$ cat config.mk
export PLATFORM = sky130hd
export DESIGN_NAME = iobus_uart
export DESIGN_NICKNAME = d
export VERILOG_FILES = /design/src/rtl/uart_pkg.sv /design/src/rtl/uart_fifo.sv /design/src/rtl/iobus_uart.sv
export SDC_FILE = /design/constraint.sdc
export NUM_CORES = 1
export LEC_CHECK = 0
export CAP_MARGIN = 20
export CORE_UTILIZATION = 55
export DETAILED_ROUTE_END_ITERATION = 16
export PLACE_DENSITY = 0.81
export SETUP_SLACK_MARGIN = 0.4
export SLEW_MARGIN = 20
export SYNTH_ARGS = -nofsm -noshare
export SYNTH_HDL_FRONTEND = slang
export SYNTH_SLANG_ARGS = --single-unit
$ cat constraint.sdc
create_clock -name CLK -period 9.25 [get_ports CLK]
set_clock_uncertainty 0.2 [all_clocks]
set_input_delay 1.85 -clock CLK [delete_from_list [all_inputs] [get_ports CLK]]
set_output_delay 1.85 -clock CLK [all_outputs]
set_load 0.01 [all_outputs]
$ cat src/rtl/uart_pkg.sv
// Shared UART definitions: register offsets, STATUS bit positions, FSM states.
// Pure declarations; no latency or backpressure of its own.
package uart_pkg;

  localparam logic [31:0] DATA_OFS   = 32'd0;
  localparam logic [31:0] STATUS_OFS = 32'd4;

  localparam int ST_TX_FULL   = 0;
  localparam int ST_TX_EMPTY  = 1;
  localparam int ST_RX_VALID  = 2;
  localparam int ST_RX_OVR    = 3;
  localparam int ST_RX_FERR   = 4;
  localparam int ST_TX_DROP   = 5;

  typedef enum logic [1:0] {IDLE, START, DATA, STOP} uart_state_t;

endpackage

$ cat src/rtl/uart_fifo.sv
// Synchronous FIFO, combinational head (dout valid while !empty); 1-cycle push-to-pop.
// Push when full is dropped unless a pop in the same cycle frees the slot.
module uart_fifo #(
  parameter int DEPTH = 8,
  parameter int W     = 8
) (
  input  logic         clk,
  input  logic         rst_n,
  input  logic         push,
  input  logic         pop,
  input  logic [W-1:0] din,
  output logic [W-1:0] dout,
  output logic         full,
  output logic         empty
);

  localparam int AW = $clog2(DEPTH);

  logic [AW:0]  wr_ptr_q, rd_ptr_q;
  logic [AW:0]  count;
  logic [W-1:0] mem_q [DEPTH];
  logic         do_push, do_pop;

  assign count   = wr_ptr_q - rd_ptr_q;
  assign empty   = (count == '0);
  assign full    = (count == (AW+1)'(DEPTH));
  assign do_pop  = pop && !empty;
  assign do_push = push && (!full || do_pop);
  assign dout    = mem_q[rd_ptr_q[AW-1:0]];

  always_ff @(posedge clk or negedge rst_n) begin
    if (!rst_n) begin
      wr_ptr_q <= '0;
      rd_ptr_q <= '0;
    end else begin
      if (do_push) wr_ptr_q <= wr_ptr_q + 1'b1;
      if (do_pop)  rd_ptr_q <= rd_ptr_q + 1'b1;
    end
  end

  always_ff @(posedge clk) begin
    if (do_push) mem_q[wr_ptr_q[AW-1:0]] <= din;
  end

endmodule

$ cat src/rtl/iobus_uart.sv
// IOBUS-mapped 8N1 UART: 8-deep TX FIFO + serializer, 1-byte RX holding register, comb read data.
// TX line falls 2 cycles after an accepted write when idle; writes to a full FIFO are dropped (tx_drop).
module iobus_uart
  import uart_pkg::*;
#(
  parameter int          CLK_HZ     = 50000000,
  parameter int          BAUD       = 115200,
  parameter int          FIFO_DEPTH = 8,
  parameter logic [31:0] BASE_AD    = 32'h11100000
) (
  input  logic        CLK,
  input  logic        RESET_N,
  input  logic [31:0] IOBUS_ADDR,
  input  logic [31:0] IOBUS_OUT,
  input  logic        IOBUS_WR,
  output logic [31:0] IOBUS_RDATA,
  output logic        IOBUS_SEL,
  input  logic        RX,
  output logic        TX
);

  localparam int DIV = (CLK_HZ + BAUD / 2) / BAUD;
  localparam int CW  = $clog2(DIV);
  localparam logic [CW-1:0] CNT_LAST = CW'(DIV - 1);
  localparam logic [CW-1:0] CNT_HALF = CW'(DIV / 2);

  // ---------------- bus decode ----------------
  logic sel_data, sel_stat, wr_data, wr_stat;

  assign sel_data  = (IOBUS_ADDR == BASE_AD + DATA_OFS);
  assign sel_stat  = (IOBUS_ADDR == BASE_AD + STATUS_OFS);
  assign IOBUS_SEL = sel_data || sel_stat;
  assign wr_data   = IOBUS_WR && sel_data;
  assign wr_stat   = IOBUS_WR && sel_stat;

  logic unused_wdata;
  assign unused_wdata = ^IOBUS_OUT[31:8];

  // ---------------- TX FIFO ----------------
  logic       fifo_pop, fifo_full, fifo_empty;
  logic [7:0] fifo_dout;

  uart_fifo #(
    .DEPTH (FIFO_DEPTH),
    .W     (8)
  ) u_fifo (
    .clk   (CLK),
    .rst_n (RESET_N),
    .push  (wr_data),
    .pop   (fifo_pop),
    .din   (IOBUS_OUT[7:0]),
    .dout  (fifo_dout),
    .full  (fifo_full),
    .empty (fifo_empty)
  );

  // ---------------- TX serializer ----------------
  uart_state_t   tx_state_q;
  logic [CW-1:0] tx_cnt_q;
  logic [2:0]    tx_bit_q;
  logic [7:0]    tx_sh_q;
  logic          tx_q;
  logic          tx_cnt_end, tx_empty;

  assign tx_cnt_end = (tx_cnt_q == CNT_LAST);
  // The head is taken either from idle or on the last stop-bit cycle, so frames run back-to-back.
  assign fifo_pop   = !fifo_empty &&
                      ((tx_state_q == IDLE) || ((tx_state_q == STOP) && tx_cnt_end));
  assign tx_empty   = fifo_empty && (tx_state_q == IDLE);
  assign TX         = tx_q;

  always_ff @(posedge CLK or negedge RESET_N) begin
    if (!RESET_N) begin
      tx_state_q <= IDLE;
      tx_cnt_q   <= '0;
      tx_bit_q   <= '0;
      tx_sh_q    <= '0;
      tx_q       <= 1'b1;
    end else begin
      case (tx_state_q)
        IDLE: begin
          tx_q <= 1'b1;
          if (!fifo_empty) begin
            tx_sh_q    <= fifo_dout;
            tx_cnt_q   <= '0;
            tx_state_q <= START;
          end
        end
        START: begin
          tx_q <= 1'b0;
          if (tx_cnt_end) begin
            tx_cnt_q   <= '0;
            tx_bit_q   <= '0;
            tx_state_q <= DATA;
          end else begin
            tx_cnt_q <= tx_cnt_q + 1'b1;
          end
        end
        DATA: begin
          tx_q <= tx_sh_q[0];
          if (tx_cnt_end) begin
            tx_cnt_q <= '0;
            tx_sh_q  <= {1'b0, tx_sh_q[7:1]};
            if (tx_bit_q == 3'd7) tx_state_q <= STOP;
            else                  tx_bit_q   <= tx_bit_q + 1'b1;
          end else begin
            tx_cnt_q <= tx_cnt_q + 1'b1;
          end
        end
        STOP: begin
          tx_q <= 1'b1;
          if (tx_cnt_end) begin
            tx_cnt_q <= '0;
            if (!fifo_empty) begin
              tx_sh_q    <= fifo_dout;
              tx_state_q <= START;
            end else begin
              tx_state_q <= IDLE;
            end
          end else begin
            tx_cnt_q <= tx_cnt_q + 1'b1;
          end
        end
        default: tx_state_q <= IDLE;
      endcase
    end
  end

  // ---------------- RX deserializer ----------------
  logic          rx_meta_q, rx_s_q;
  uart_state_t   rx_state_q;
  logic [CW-1:0] rx_cnt_q;
  logic [2:0]    rx_bit_q;
  logic [7:0]    rx_sh_q;
  logic          rx_arm_q;
  logic          rx_mid, rx_stop_ok, rx_stop_bad;

  assign rx_mid      = (rx_cnt_q == '0);
  assign rx_stop_ok  = (rx_state_q == STOP) && rx_mid && rx_s_q;
  assign rx_stop_bad = (rx_state_q == STOP) && rx_mid && !rx_s_q;

  always_ff @(posedge CLK or negedge RESET_N) begin
    if (!RESET_N) begin
      rx_meta_q <= 1'b1;
      rx_s_q    <= 1'b1;
    end else begin
      rx_meta_q <= RX;
      rx_s_q    <= rx_meta_q;
    end
  end

  // After a framing error the line may sit low; rx_arm_q blocks re-triggering until it returns high.
  always_ff @(posedge CLK or negedge RESET_N) begin
    if (!RESET_N) begin
      rx_state_q <= IDLE;
      rx_cnt_q   <= '0;
      rx_bit_q   <= '0;
      rx_sh_q    <= '0;
      rx_arm_q   <= 1'b1;
    end else begin
      case (rx_state_q)
        IDLE: begin
          if (!rx_arm_q) begin
            if (rx_s_q) rx_arm_q <= 1'b1;
          end else if (!rx_s_q) begin
            rx_cnt_q   <= CNT_HALF;
            rx_state_q <= START;
          end
        end
        START: begin
          if (rx_mid) begin
            if (rx_s_q) begin
              rx_state_q <= IDLE;
            end else begin
              rx_cnt_q   <= CNT_LAST;
              rx_bit_q   <= '0;
              rx_state_q <= DATA;
            end
          end else begin
            rx_cnt_q <= rx_cnt_q - 1'b1;
          end
        end
        DATA: begin
          if (rx_mid) begin
            rx_sh_q  <= {rx_s_q, rx_sh_q[7:1]};
            rx_cnt_q <= CNT_LAST;
            if (rx_bit_q == 3'd7) rx_state_q <= STOP;
            else                  rx_bit_q   <= rx_bit_q + 1'b1;
          end else begin
            rx_cnt_q <= rx_cnt_q - 1'b1;
          end
        end
        STOP: begin
          if (rx_mid) begin
            rx_state_q <= IDLE;
            if (!rx_s_q) rx_arm_q <= 1'b0;
          end else begin
            rx_cnt_q <= rx_cnt_q - 1'b1;
          end
        end
        default: rx_state_q <= IDLE;
      endcase
    end
  end

  // ---------------- status flags and RX holding register ----------------
  logic       rx_valid_q, rx_ovr_q, rx_ferr_q, tx_drop_q;
  logic       rx_valid_d, rx_ovr_d, rx_ferr_d, tx_drop_d;
  logic [7:0] rx_byte_q, rx_byte_d;
  logic       tx_drop_set;

  assign tx_drop_set = wr_data && fifo_full && !fifo_pop;

  // Clears are applied first so a same-cycle hardware set takes priority.
  always_comb begin
    rx_valid_d = rx_valid_q;
    rx_ovr_d   = rx_ovr_q;
    rx_ferr_d  = rx_ferr_q;
    tx_drop_d  = tx_drop_q;
    rx_byte_d  = rx_byte_q;
    if (wr_stat) begin
      if (IOBUS_OUT[ST_RX_VALID]) rx_valid_d = 1'b0;
      if (IOBUS_OUT[ST_RX_OVR])   rx_ovr_d   = 1'b0;
      if (IOBUS_OUT[ST_RX_FERR])  rx_ferr_d  = 1'b0;
      if (IOBUS_OUT[ST_TX_DROP])  tx_drop_d  = 1'b0;
    end
    if (rx_stop_ok) begin
      rx_byte_d  = rx_sh_q;
      rx_valid_d = 1'b1;
      if (rx_valid_q) rx_ovr_d = 1'b1;
    end
    if (rx_stop_bad) rx_ferr_d = 1'b1;
    if (tx_drop_set) tx_drop_d = 1'b1;
  end

  always_ff @(posedge CLK or negedge RESET_N) begin
    if (!RESET_N) begin
      rx_valid_q <= 1'b0;
      rx_ovr_q   <= 1'b0;
      rx_ferr_q  <= 1'b0;
      tx_drop_q  <= 1'b0;
      rx_byte_q  <= '0;
    end else begin
      rx_valid_q <= rx_valid_d;
      rx_ovr_q   <= rx_ovr_d;
      rx_ferr_q  <= rx_ferr_d;
      tx_drop_q  <= tx_drop_d;
      rx_byte_q  <= rx_byte_d;
    end
  end

  // ---------------- read mux ----------------
  logic [31:0] status_w;

  assign status_w = {26'b0, tx_drop_q, rx_ferr_q, rx_ovr_q, rx_valid_q, tx_empty, fifo_full};

  always_comb begin
    IOBUS_RDATA = '0;
    if (sel_data)      IOBUS_RDATA = {24'b0, rx_byte_q};
    else if (sel_stat) IOBUS_RDATA = status_w;
  end

endmodule

==> flow_summary.ini <==
[synth]
yosysWarnings = 0
yosys-mux-area-fraction_pct = 11.8
syn_avg_cell_area_sq_um = 12.6
synth_edf_count = 64
yosys.area.top_type_share_pct = 29.6
synth_common_cells = dfrtp_1 (64), edfxtp_1 (64), nand2_1 (41)
synth_cell_types = 69
ys_dominant_reg_cell = edfxtp_1
synthAdderAreaFrac_pct = 4.24
postSynthCellCount = 516
synth-compound-area-share_pct = 8.62
synth-simple-area-share_pct = 12.3
synth_area_leaders = edfxtp_1 (30%), dfrtp_1 (25%), mux4_2 (5.6%)
async_flop_share_pct = 51.5
ys_ff_latch = 132
seq_area_frac_synth_pct = 56.0
synth_top_family_by_area = simple AND/OR/NAND/NOR gates
syn_area_sq_um = 6480
synth-xor-area-share_pct = 1.72
synth_top_area_cell = edfxtp_1

[floorplanning]
ios = 102
die_h_microns = 111
initial_utilization_pct = 56.6
num_rows = 39
dieArea_sq_um = 12200
core_area_sq_um = 11500
floorplan.die.width_microns = 111

[global_route]
grt_max_degree = 69
top_usage_layer = met2
use_met3_pct = 5.38
grt_pass1_wl_microns = 22000
grt_usage_pct = 23.1
use_met2_pct = 37.5
grt_pass1_vias = 4405
gr-total-overflow = 0
antenna_found_initial = 0
met1_usage_pct = 29.8

[cts]
cts_sinks = 132
post-cts-setup-buffers = 0
cts_inserted_buffers = 17
hold_buffers = 0
cts-htree-levels = 4
clockRootBuffer = clkbuf_16
clockBufferDepth = 2
cts_resized = 0
clk_pin_slew_worst_paths_ns = 0.06
worstSkewPairLatency_ns = 0.41
cts_tree = yes

[cells_and_area]
drive_gt1_share_pct = 16.3
regArea_sq_um = 3630
n_fill_cell = 765
multiInputGateArea_sq_um = 2610
layout-area-overhead-vs-synth_pct = 17.8
nets = 666
finalNonFillerCells = 732
diodes = 0
post-route-util_pct = 66.6

[pwr]
powerDensity_nw_per_um2 = 206
p_total_uw = 1580
p_leak_uw = 0.00309
peakVddDrop_mv = 0.116

[critical_path]
cp_top_family = flip-flops
critPathMaxStageDelay_ns = 0.92
critPathMaxFanout = 20
cp_cell_sequence = inv_1, ha_1, nor2b_1, or4b_4, a21oi_1, mux2i_1, nor2_1, clkdlybuf4s50_1
critPathLaunchType = flop
slowest_stage = dfrtp_1
path_class = reg2out
cp_data_required_time_ns = 7.20
critPathCaptureType = output pin
r2r.worst_path.cells = 7
cp_data_arrival_time_ns = 4.29
cp.depth = 8
critPathBufInv = 2

[route]
drc = 0
vias_per_cell = 5.98
drtIter0Drc = 399
wirelength_microns = 13300
wire_per_inst_microns = 18.2
vias = 4378
ant_nets = 0
drt_first_pass_iters = 5

[timing]
finalSetupViolations = 0
rsz0062_at_grt = false
slew_headroom_pct = 30.0
finalSetupTns_ns = 0
hold_viol = 0
fin_crit_ns = 6.34
fmax_ghz = 0.158
period_share_pct = 68.5
tightest_slew_ns = 1.05
drv_slew = 0

[place]
dp_hpwl_microns = 8250
gp_congestion = 0.776
place_inst = 700
place.port_buffers = 53

[job]
cap_violations = 0

[min_path]
hold_class = reg2reg
hold_depth = 0

[status]
status = completed
==> state kept, by name (all words and copies together), names as in the netlist, 2 cells and up, named ones only <==
register and cells:
tx_cnt_q 9, u_fifo.rd_ptr_q 4, rx_sh_q 8, u_fifo.mem_q 64, rx_bit_q 3, tx_state_q 2, tx_bit_q 3, rx_cnt_q 9
rx_byte_q 8, u_fifo.wr_ptr_q 4, tx_sh_q 8
==> path summary, 6_finish.rpt <==
| check | slack (ns) | from | to |
|---|---|---|---|
| hold reg to reg | 0.16 | rx_meta_q$_DFF_PN1_ | rx_s_q$_DFF_PN1_ |
| max in group asynchronous | 6.85 | RESET_N | rx_ovr_q$_DFF_PN0_ |
| setup reg to reg | 5.32 | u_fifo.rd_ptr_q[1]$_DFFE_PN0P_ | u_fifo.mem_q[6][3]$_DFFE_PP_ |
| hold / removal | 0.16 | rx_meta_q$_DFF_PN1_ | rx_s_q$_DFF_PN1_ |
| min in group asynchronous | 1.45 | RESET_N | u_fifo.rd_ptr_q[3]$_DFFE_PN0P_ |
| setup / recovery | 2.91 | u_fifo.rd_ptr_q[1]$_DFFE_PN0P_ | IOBUS_RDATA[1] |
==> area by class of cell <==
type                            instances  share of cell area (%)
Clock buffer                           23                    6.71
Clock inverter                          9                   0.900
Inverter                               21                    1.03
Multi-Input combinational cell        346                    34.2
Sequential cell                       132                    47.5
Tap cell                              143                    2.34
Timing Repair Buffer                   58                    7.37
==> cell families (layout without fill, tap and decap cells) <==
family,count (synthesis),after routing
simple gates,149,149
flops,132,132
compound gates,89,89
buf+inv,61,111
mux,51,51
fa+ha+maj,22,22
xor+xnor,11,11
other cells,1,24
==> worst register-to-register path, stage by stage (launching register included) <==
cell,delay [ns]
dfrtp_1,0.92
inv_1,0.12
ha_1,0.39
nor2b_1,0.20
o211ai_1,0.31
a21boi_4,0.14
or4_1,0.57
nor2_1,0.71
==> power breakdown <==
| group | switching [uW] | leakage [uW] | internal [uW] | total, uW |
|---|---|---|---|---|
| combinational | 144 | 0.00132 | 103 | 247 |
| sequential | 34.7 | 0.00149 | 649 | 684 |
| clock | 255 | 0.000280 | 391 | 646 |
| total | 434 | 0.00309 | 1140 | 1580 |
==> per-layer routing <==
metal | wire (microns) | vias up
met5 | 0 | -
met3 | 794 | 32
met4 | 293 | 0
li1 | - | 1979
met2 | 6720 | 213
met1 | 5520 | 2154
==> stage by stage <==
stage / cell area, sq um / setup slack (ns) / hold slack, ns
floorplan: 6570 / 4.10 / 0.145
global placement: 7060 / 3.11 / 0.146
detailed placement: 7060 / 3.08 / 0.147
CTS: 7640 / 2.92 / 0.162
global route: 7640 / 2.71 / 0.162
finish: 7640 / 2.91 / 0.157
==> placed cells by master, fill, tap and decap left out, drive strengths merged, types with 9 or more instances in the layout <==
cell type	instances
a21oi	19
mux4	16
o21ai	33
ha	22
conb	24
nor2	35
nand3	12
mux2i	10
mux2	25
nor4	9
dfrtp	64
clkdlybuf4s50	52
a31oi	10
nand2	41
inv	21
clkbuf	23
edfxtp	64
Note: power is estimated with default switching activity, not from simulation.
